<file path="config.mk">
export PLATFORM = sky130hd
export DESIGN_NAME = rnd_bank_scheduler
export DESIGN_NICKNAME = d
export VERILOG_FILES = /design/src/rtl/snpu_pkg.sv /design/src/rtl/rr_arbiter.sv /design/src/rtl/rnd_bank_scheduler.sv
export SDC_FILE = /design/constraint.sdc
export NUM_CORES = 1
export LEC_CHECK = 0
export CORE_AREA = 5 5 78 80
export DETAILED_ROUTE_END_ITERATION = 16
export DIE_AREA = 0 0 83 85
export PLACE_DENSITY_LB_ADDON = 0.15
export REMOVE_ABC_BUFFERS = 1
export SETUP_SLACK_MARGIN = 0.5
export SKIP_CTS_REPAIR_TIMING = 1
export SKIP_LAST_GASP = 1
export SLEW_MARGIN = 20
export SYNTH_ARGS = -nofsm -noshare
export SYNTH_HDL_FRONTEND = slang
export SYNTH_SLANG_ARGS = --single-unit
</file>
<file path="constraint.sdc">
create_clock -name clk -period 1.5 [get_ports clk]
set_input_delay 0.15 -clock clk [delete_from_list [all_inputs] [get_ports clk]]
set_output_delay 0.15 -clock clk [all_outputs]
set_load 0.1 [all_outputs]
</file>
<file path="src/rtl/snpu_pkg.sv">
// Shared definitions for the random-number bank scheduler: bank geometry
// defaults and the scheduler FSM state encoding.
package snpu_pkg;

    localparam int SNPU_RND_N = 32;
    localparam int SNPU_W     = 16;

    localparam logic [1:0] ST_IDLE    = 2'd0;
    localparam logic [1:0] ST_FREEZE  = 2'd1;
    localparam logic [1:0] ST_CAPTURE = 2'd2;
    localparam logic [1:0] ST_RELEASE = 2'd3;

endpackage

</file>
<file path="src/rtl/rr_arbiter.sv">
// Round-robin arbiter: one-hot grant, priority rotates past the last winner
// whenever advance is asserted.
module rr_arbiter #(
    parameter int NREQ = 2
) (
    input  logic            clk,
    input  logic            rst,
    input  logic [NREQ-1:0] req,
    input  logic            advance,
    output logic [NREQ-1:0] gnt
);

    localparam int PW = (NREQ > 1) ? $clog2(NREQ) : 1;
    localparam logic [PW-1:0] LAST = PW'(NREQ - 1);

    logic [PW-1:0] ptr;
    logic [PW-1:0] win;
    logic          found;

    always_comb begin
        gnt   = '0;
        win   = '0;
        found = 1'b0;
        for (int unsigned i = 0; i < NREQ; i++) begin
            int unsigned   idx;
            logic [PW-1:0] j;
            idx = 32'(ptr) + i;
            if (idx >= NREQ) idx = idx - NREQ;
            j = PW'(idx);
            if (!found && req[j]) begin
                found  = 1'b1;
                gnt[j] = 1'b1;
                win    = j;
            end
        end
    end

    // ptr holds the index with top priority for the next search
    always_ff @(posedge clk or posedge rst) begin
        if (rst) begin
            ptr <= '0;
        end else if (advance && found) begin
            ptr <= (win == LAST) ? '0 : win + 1'b1;
        end
    end

endmodule

</file>
<file path="src/rtl/rnd_bank_scheduler.sv">
// Arbitrates single-word requests onto a bank of free-running generators:
// freeze the bank, let it settle, capture the selected word, release and ack.
module rnd_bank_scheduler
    import snpu_pkg::*;
#(
    parameter int RND_N = SNPU_RND_N,
    parameter int W     = SNPU_W,
    parameter int NREQ  = 2
) (
    input  logic                     clk,
    input  logic                     rst,
    input  logic [NREQ-1:0]          req,
    input  logic [3:0]               settle_cycles,
    input  logic [W-1:0]             rand_in,
    output logic                     bank_freeze,
    output logic [$clog2(RND_N)-1:0] bank_addr,
    output logic [NREQ-1:0]          ack,
    output logic [W-1:0]             data,
    output logic                     stuck_err
);

    localparam int AW = $clog2(RND_N);
    localparam logic [AW-1:0] ADDR_LAST = AW'(RND_N - 1);

    logic [1:0]      state;
    logic [3:0]      settle_cnt;
    logic [NREQ-1:0] granted;
    logic [NREQ-1:0] gnt;
    logic            advance;
    logic [1:0]      rep_cnt;
    logic [1:0]      rep_nxt;
    logic [W-1:0]    prev_word;

    assign advance = (state == ST_IDLE) && (|req);

    rr_arbiter #(
        .NREQ (NREQ)
    ) u_arb (
        .clk     (clk),
        .rst     (rst),
        .req     (req),
        .advance (advance),
        .gnt     (gnt)
    );

    always_comb begin
        rep_nxt = '0;
        if (rand_in == prev_word) begin
            rep_nxt = (rep_cnt == 2'd3) ? 2'd3 : rep_cnt + 2'd1;
        end
    end

    always_ff @(posedge clk or posedge rst) begin
        if (rst) begin
            state       <= ST_IDLE;
            settle_cnt  <= '0;
            granted     <= '0;
            bank_freeze <= 1'b0;
            bank_addr   <= '0;
            ack         <= '0;
            data        <= '0;
            stuck_err   <= 1'b0;
            rep_cnt     <= '0;
            prev_word   <= '0;
        end else begin
            case (state)
                ST_IDLE: begin
                    if (|req) begin
                        granted     <= gnt;
                        settle_cnt  <= settle_cycles;
                        bank_freeze <= 1'b1;
                        state       <= ST_FREEZE;
                    end
                end
                ST_FREEZE: begin
                    if (settle_cnt == 4'd0) state <= ST_CAPTURE;
                    else settle_cnt <= settle_cnt - 4'd1;
                end
                ST_CAPTURE: begin
                    data        <= rand_in;
                    prev_word   <= rand_in;
                    rep_cnt     <= rep_nxt;
                    stuck_err   <= stuck_err | (rep_nxt == 2'd3);
                    ack         <= granted;
                    bank_freeze <= 1'b0;
                    state       <= ST_RELEASE;
                end
                ST_RELEASE: begin
                    ack       <= '0;
                    bank_addr <= (bank_addr == ADDR_LAST) ? '0 : bank_addr + 1'b1;
                    state     <= ST_IDLE;
                end
                default: state <= ST_IDLE;
            endcase
        end
    end

endmodule
</file>
==> Word level (Yosys, flattened, before mapping) <==
Index checks and enable logic that the tools add are counted.
{ "totals": {"regBits": 36, "in_bits": 24, "output_inout_bits": 25, "wordCells": 80} }
{ "op_classes": {"addsub": 7, "n_lt_le_gt_ge": 6, "eq_ne": 10, "muxes": 29, "bitwise": 2, "n_reduce_logical": 16} }
{ "ops": {"columns": ["operator", "n"], "rows": [
  ["$eq A16 B16 Y1", 1],
  ["$mux W1", 14],
  ["$mux W2", 6],
  ["$eq A2 B2 Y1 const B", 4],
  ["$mux W4", 2],
  ["$pmux W2 S4", 1],
  ["$pmux W4 S2", 1],
  ["$reduce_and A2 Y1", 3],
  ["$reduce_bool A2 Y1", 3],
  ["$add A5 B1 Y5 const B", 1],
  ["$eq A5 B5 Y1 const B", 1],
  ["$logic_and A1 B1 Y1", 5],
  ["$mux W5", 1],
  ["$logic_not A4 Y1", 1],
  ["$lt A1 B2 Y1 const B", 2],
  ["$ne A2 B2 Y1 const B", 2],
  ["$pmux W2 S2", 1],
  ["$sub A4 B1 Y4 const B", 1],
  ["$reduce_and A3 Y1", 1],
  ["$add A1 B1 Y2 const B", 1],
  ["$add A2 B1 Y2 const B", 1],
  ["$demux W1 S1", 2],
  ["$eq A2 B1 Y1 const B", 1],
  ["$ge A1 B1 Y1 const B", 2],
  ["11 further kinds", 12]
]} }

==> Depth between registers and ports, before layout <==
Gate-level depths: netlist (run 1).
{ "depth": {"ltp_word": 10, "mapped_depth": 6, "ltp_nobuf": 6} }

==> Modules after synthesis <==
From an unflattened synthesis (run 1), not the netlist that was laid out.
{ "hier_totals": {"hier_cells": 155, "hier_area_um2": 1805.5} }
{ "by_module_without_submodules": {"columns": ["module", "n_inst", "cells_each", "area_each_um2", "seq_area_each_um2"], "rows": [
  ["rnd_bank_scheduler", 1, 148, 1746.7, 875.8],
  ["rr_arbiter", 1, 7, 58.8, 25.0]
]} }

==> Worst setup path after synthesis (run 1) <==
OpenSTA, ideal clock, no wires.
{ "synth_timing": {"path_type": "register to register", "start": "register bank_addr[0]", "end": "register bank_addr[3]", "setup_ns": 0.162, "t_arrival_ns": 1.875, "required_ns": 1.338, "path_slack_ns": -0.537, "stages_incl_launch_ff": 7, "path_buffers": 0, "period_less_slack_ns": 2.037, "path_cell_list": "dfrtp_1 > ha_1 > and3_1 > ha_1 > a31oi_1 > o21ai_0 > o31ai_1"} }
{ "synth_between": {"elab_chain_len": 2, "word_cells_on_any_way": 3, "cone_classes": "add/sub (1); eq/ne (1); mux (1)"} }
{ "synth_lines": {"columns": ["item", "line", "rtl"], "rows": [
  ["start: declaration", "rnd_bank_scheduler.sv:16", "output logic [$clog2(RND_N)-1:0] bank_addr,"],
  ["start signal: assignment", "rnd_bank_scheduler.sv:90", "bank_addr <= (bank_addr == ADDR_LAST) ? '0 : bank_addr + 1'b1;"],
  ["$add A5 B1 Y5 or $eq A5 B5 Y1 (tied branches)", "rnd_bank_scheduler.sv:90", null],
  ["$mux W5 *", "rnd_bank_scheduler.sv:90", null]
]} }
Every way passes the cells marked *; elsewhere a longest branch is shown, timed or not.
A chain may end at the register's enable or synchronous reset.

==> Final worst setup path (run 1) <==
{ "layout_timing": {"start": "register settle_cnt[1]", "end": "register state[1]"} }
{ "layout_between": {"elab_chain_len": 3} }
{ "layout_lines": {"columns": ["item", "line", "rtl"], "rows": [
  ["start: declaration", "rnd_bank_scheduler.sv:26", "logic [3:0] settle_cnt;"],
  ["start signal: assignment", "rnd_bank_scheduler.sv:70", "settle_cnt <= settle_cycles;"],
  ["start signal: assignment", "rnd_bank_scheduler.sv:77", "else settle_cnt <= settle_cnt - 4'd1;"],
  ["$logic_not A4 Y1", "rnd_bank_scheduler.sv:76", "if (settle_cnt == 4'd0) state <= ST_CAPTURE;"],
  ["$ne A2 B2 Y1 (no source line)", null, null],
  ["$reduce_and A2 Y1 (no source line)", null, null],
  ["end signal: assignment", "rnd_bank_scheduler.sv:72", "state <= ST_FREEZE;"],
  ["end signal: assignment", "rnd_bank_scheduler.sv:76", null],
  ["end signal: assignment", "rnd_bank_scheduler.sv:86", "state <= ST_RELEASE;"],
  ["end: declaration", "rnd_bank_scheduler.sv:25", "logic [1:0] state;"]
]} }
No other way between the ends.

==> results.sh, run 1 <==
export IMPL_cts_buffers=5
export IMPL_rows=27
export IMPL_synth_edf_count=0
export IMPL_hold_violations=0
export IMPL_syn_area_per_cell_sq_um=11.72
export IMPL_synth_simple_area_share_pct=10.33
export IMPL_grt_pass1_vias=1505
export IMPL_start_kind="register"
export IMPL_synth_common_cells="dfrtp_1 (36), mux2_2 (18), xor2_1 (16)"
export IMPL_fmax_ghz=0.6332
export IMPL_synth_compound_area_share_pct=9.917
export IMPL_cts_root_buf="clkbuf_8"
export IMPL_yosys_area_top_type="dfrtp_1"
export IMPL_via_per_inst=4.752
export IMPL_routedWlPerCell_um=14.62
export IMPL_gp_congestion=0.7869
export IMPL_synth_cell_types=37
export IMPL_tightest_slew_ps=460.0
export IMPL_grt_use_total_pct=11.75
export IMPL_synth_top_area_share_pct=49.93
export IMPL_cts_tree="done"
export IMPL_slowest_delay_ps=380
export IMPL_slew_headroom_pct=69.33
export IMPL_finalNonFillerCells=314
export IMPL_pin_count=49
export IMPL_period_share_pct=105.3
export IMPL_grt_max_degree=37
export IMPL_synth_ff_type="dfrtp_1"
export IMPL_grtUsageMet1_pct=12.71
export IMPL_die_y_um=85
export IMPL_crit_buf_inv=1
export IMPL_netlist_instances=154
export IMPL_drc=0
export IMPL_cp_top_family="simple AND/OR/NAND/NOR gates"
export IMPL_die_area_sq_mm=0.007055
export IMPL_diodes=0
export IMPL_die_w_um=83
export IMPL_grt_met3_usage_pct=4.369
export IMPL_r2r_end="state[1]$_DFFE_PP0P_"
export IMPL_cts_buffer_depth=2
export IMPL_yosysSeqAreaShare_pct=49.93
export IMPL_path_clk_slew_ps=70
export IMPL_violations="setup timing"
export IMPL_io_buffers=48
export IMPL_worstPathRequired_ps=1670
export IMPL_outcome="finished, violations left"
export IMPL_finalNetCount=273
export IMPL_reg2reg_slack_ps=-80
export IMPL_synth_seq_cells=36
export IMPL_period_minus_slack_ps=1579
export IMPL_cts_sinks=36
export IMPL_hold_path_class="input pin to asynchronous set/reset pin"
export IMPL_core_area_sq_mm=0.005338
export IMPL_rsz0062_at_grt="yes"
export IMPL_grt_first_pass_wirelength_mm=6.851
export IMPL_synth_fa_ha_area_share_pct=4.854
export IMPL_dr_pass1_iters=4
export IMPL_vias=1492
export IMPL_hpwl_mm=3.034
export IMPL_preCtsSetupSlack_ps=-174.3
export IMPL_grt_ovfl_total=0
export IMPL_synthArstFlopShare_pct=100.0
export IMPL_cts_htree_levels=2
export IMPL_reg2reg_depth=6
export IMPL_synth_most_common_cell="dfrtp_1"
export IMPL_final_util_pct=60.99
export IMPL_synthTopCellsByArea="dfrtp_1 (50%), mux2_2 (11%), xor2_1 (7.8%)"
export IMPL_endpoint_kind="register"
export IMPL_critical_path_class="register to register"
export IMPL_synth_xor_area_share_pct=7.767
export IMPL_path_max_fanout=3
export IMPL_synthMuxAreaShare_pct=14.29
export IMPL_ys_warn_count=0
export IMPL_initial_utilization_pct=33.80
export IMPL_r2r_start="settle_cnt[1]$_DFFE_PP0P_"
export IMPL_drt_iter0_drc=30
export IMPL_drive_gt1_share_pct=50.41
export IMPL_netlist_area_sq_mm=0.001804
export IMPL_cp_arrival_ps=1750
export IMPL_slowest_stage="dfrtp_1"
export IMPL_globalRouteMet2Util_pct=21.79
export IMPL_fin_skew_ps=4.615
export IMPL_fin_ws_ps=-79.30
export IMPL_drt_wl_total_mm=4.591
export IMPL_antenna_found_initial=0
export IMPL_dp_cells=290
export IMPL_cap_violations=0
export IMPL_insertion_delay_ps=280
export IMPL_timing_final_max_slew_violations=0
export IMPL_drtAntennaViolNets=0
export IMPL_n_fill_cell=449
export IMPL_syn2layout_area_growth_pct=80.44
export IMPL_synth_top_family_by_area="multiplexers"
export IMPL_path_cells="inv_1 > ha_2 > nor3b_4 > nor2b_2 > nor2_4 > mux2_4"
export IMPL_setup_violations_final=3
export IMPL_busiest_layer="met2"
==> tightest hold or removal path, delay by kind of cell <==
kind	cells	cell delay (ps)
buffers and inverters	3	840
==> metal layers <==
metal | up-vias | share of wire [%]
met5 | - | 0
met4 | 0 | 0.24
met3 | 2 | 4.6
met2 | 34 | 56
met1 | 739 | 40
li1 | 717 | -
==> sequential cells by signal, indices dropped and copies added (netlist names), named ones only <==
| register | count |
|---|---|
| ack | 2 |
| bank_freeze | 1 |
| bank_addr | 5 |
| stuck_err | 1 |
| prev_word | 16 |
| granted | 2 |
| state | 2 |
| settle_cnt | 4 |
| rep_cnt | 2 |
==> final cells by class <==
cell class / count / area [sq um] / share of cell area [%]
Timing Repair Buffer: 86 / 1127 / 34.63
Multi-Input combinational cell: 105 / 1005 / 30.86
Sequential cell: 36 / 907.1 / 27.86
Clock buffer: 7 / 96.34 / 2.959
Tap cell: 72 / 90.09 / 2.767
Inverter: 8 / 30.03 / 0.9224
==> cell families after synthesis <==
| family | count (synthesis) |
|---|---|
| xor gates and xnor gates | 16 |
| and+or+nand+nor | 32 |
| AOI/OAI and AO/OA | 27 |
| buffers and inverters | 13 |
| muxes | 23 |
| adders and majority gates | 7 |
| DFF | 36 |
==> worst max-delay path by stage <==
| stage | startpoint | to | slack [ps] | cells after the start |
|---|---|---|---|---|
| final | settle_cnt[1]$_DFFE_PP0P_ | state[1]$_DFFE_PP0P_ | -80 | 6 |
| after detailed placement | rand_in[5] | rep_cnt[1]$_DFFE_PP0P_ | -170 | 5 |
| after global routing | settle_cnt[1]$_DFFE_PP0P_ | state[1]$_DFFE_PP0P_ | -160 | 6 |
| after CTS | settle_cnt[0]$_DFFE_PP0P_ | state[1]$_DFFE_PP0P_ | -120 | 6 |
| after global placement | rand_in[5] | rep_cnt[1]$_DFFE_PP0P_ | -130 | 5 |
| after floorplan | bank_addr[0]$_DFFE_PP0P_ | bank_addr[3]$_DFFE_PP0P_ | -540 | 6 |
==> metrics by stage <==
step           hold WS (ps)  setup TNS [ps]  instance area [sq um]
2_1_floorplan         301.0           -5247                   1782
3_3_place_gp          476.7          -473.8                   2773
3_5_place_dp          478.6          -804.9                   2773
4_1_cts               295.9          -470.7                   2869
5_1_grt               374.3          -606.5                   3256
6_report              285.0          -111.5                   3256
==> cell usage in the layout, fill, tap and decap left out, types with 4 or more instances in the layout <==
cell	synthesis	routed
buf_6	0	17
nor2_1	5	4
mux2i_1	4	4
clkdlybuf4s50_1	0	23
nand3_1	4	4
inv_1	8	6
ha_4	0	5
nand2_1	7	5
o21ai_1	3	6
buf_4	0	18
mux2_4	1	4
clkbuf_8	0	7
xor2_1	16	16
dfrtp_2	0	5
buf_12	0	26
mux2_2	18	15
dfrtp_1	36	31
Power of run 1 is left out: the tool's default activity adds up to more than one toggle a clock period on the data nets, which glitch-free logic cannot reach.
==> run 2: changes to the inputs <==
--- a/config.mk
+++ b/config.mk
@@ -6,6 +6,7 @@
 export NUM_CORES = 1
 export LEC_CHECK = 0
 export CORE_AREA = 5 5 78 80
+export CTS_CLUSTER_DIAMETER = 30
 export DETAILED_ROUTE_END_ITERATION = 16
 export DIE_AREA = 0 0 83 85
 export PLACE_DENSITY_LB_ADDON = 0.15
==> results of run 2 <==
The final DEF is identical to that of run 1; final timing and power are the same.
Power of run 2 is left out for the same reason.
==> run 3: changes to the inputs <==
--- a/config.mk
+++ b/config.mk
@@ -5,10 +5,10 @@
 export SDC_FILE = /design/constraint.sdc
 export NUM_CORES = 1
 export LEC_CHECK = 0
-export CORE_AREA = 5 5 78 80
+export CORE_AREA = 5 5 75 84
 export CTS_CLUSTER_DIAMETER = 30
 export DETAILED_ROUTE_END_ITERATION = 16
-export DIE_AREA = 0 0 83 85
+export DIE_AREA = 0 0 80 89
 export PLACE_DENSITY_LB_ADDON = 0.15
 export REMOVE_ABC_BUFFERS = 1
 export SETUP_SLACK_MARGIN = 0.5
==> results.sh, run 3 (same netlist as run 1, synthesis figures left out) <==
export IMPL_outcome="finished, violations left"
export IMPL_violations="setup timing"
export IMPL_diodes=0
export IMPL_hpwl_mm=3.174
export IMPL_die_area_sq_mm=0.007120
export IMPL_cp_arrival_ps=1770
export IMPL_drtAntennaViolNets=0
export IMPL_gp_congestion=0.7319
export IMPL_grt_max_degree=37
export IMPL_cts_tree="done"
export IMPL_period_minus_slack_ps=1606
export IMPL_cts_sinks=36
export IMPL_pin_count=49
export IMPL_via_per_inst=4.704
export IMPL_final_common_cell="dfrtp_1"
export IMPL_syn2layout_area_growth_pct=81.55
export IMPL_slew_headroom_pct=79.48
export IMPL_setup_violations_final=3
export IMPL_period_share_pct=107.1
export IMPL_insertion_delay_ps=280
export IMPL_rows=28
export IMPL_dr_pass1_iters=3
export IMPL_cp_startpoint="settle_cnt[0]$_DFFE_PP0P_"
export IMPL_cts_htree_levels=2
export IMPL_io_buffers=48
export IMPL_antenna_found_initial=0
export IMPL_core_area_sq_mm=0.005325
export IMPL_fin_skew_ps=6.131
export IMPL_layout_common_cells="dfrtp_1 (32), buf_12 (28), clkdlybuf4s50_1 (23)"
export IMPL_fmax_ghz=0.6225
export IMPL_worstPathRequired_ps=1660
export IMPL_initial_utilization_pct=33.88
export IMPL_die_w_um=80
export IMPL_cts_root_buf="clkbuf_8"
export IMPL_hold_ws_ps=214.7
export IMPL_path_max_fanout=3
export IMPL_design_area_sq_mm=0.003276
export IMPL_critical_path_class="register to register"
export IMPL_vias=1463
export IMPL_largest_register_ffs=16
export IMPL_hold_violations=0
export IMPL_tightest_slew_ps=305.2
export IMPL_start_kind="register"
export IMPL_grt_first_pass_wirelength_mm=6.561
export IMPL_timing_final_max_slew_violations=0
export IMPL_fin_ws_ps=-106.5
export IMPL_path_clk_slew_ps=70
export IMPL_grt_pass1_vias=1453
export IMPL_n_fill_cell=434
export IMPL_largestRegisters="prev_word: 16 flops, bank_addr: 5 flops, settle_cnt: 4 flops"
export IMPL_cap_violations=0
export IMPL_routedWlPerCell_um=14.48
export IMPL_placed_area_sq_mm=0.002779
export IMPL_finalNetCount=267
export IMPL_drt_wl_total_mm=4.504
export IMPL_hold_path_class="input pin to asynchronous set/reset pin"
export IMPL_drive_gt1_share_pct=49.15
export IMPL_grt_use_total_pct=11.72
export IMPL_die_y_um=89
export IMPL_r2r_start="settle_cnt[0]$_DFFE_PP0P_"
export IMPL_drt_iter0_drc=26
export IMPL_drc=0
export IMPL_rsz0062_at_grt="yes"
export IMPL_endpoint_kind="register"
export IMPL_largest_register="prev_word"
export IMPL_cts_buffer_depth=2
export IMPL_cts_buffers=5
export IMPL_grt_ovfl_total=0
run 3: per-layer routing:
metal / track usage [%] / wire length (um)
met2: 21.54 / 2424
met5: 0 / 0
met1: 13.33 / 1860
met3: 2.621 / 183
met4: 4.147 / 36
run 3: path summary, 6_finish.rpt:
| check | end | slack [ps] | depth (start not counted) |
|---|---|---|---|
| worst max-delay path | state[1]$_DFFE_PP0P_ | -110 | 6 |
| min in group clk | settle_cnt[3]$_DFFE_PP0P_ | 480 | 3 |
| max in group asynchronous | prev_word[4]$_DFFE_PP0P_ | 1090 | 3 |
| worst min register to register | granted[0]$_DFFE_PP0P_ | 500 | 1 |
| worst min-delay path | prev_word[14]$_DFFE_PP0P_ | 210 | 3 |
| worst max register to register | state[1]$_DFFE_PP0P_ | -110 | 6 |
run 3: cell type report:
class,count,area [sq um],area share [%]
clock buffer,7,96.34,2.941
inverter,8,30.03,0.9167
multi-input combinational,105,1042,31.82
sequential,36,905.9,27.65
tap,75,93.84,2.865
timing repair buffer,80,1107,33.80
run 3: metrics by stage:
step	std cells	worst slack (ps)	utilization [%]	setup TNS, ps
after detailed placement	290	-194.4	52.19	-903.3
after global placement	290	-139.5	52.19	-509.5
after floorplan	149	-536.9	-	-5247
final	311	-106.5	61.51	-140.6
after global routing	311	-172.8	61.51	-545.0
after CTS	297	-117.2	53.99	-551.9
run 3: critical path, stage by stage (launching register included):
cell and delay [ps]:
dfrtp_1 390, inv_1 70, ha_2 180, nor3b_4 300, nor2b_2 90, nor2_2 160
mux2_4 310
Power of run 3 is left out for the same reason.
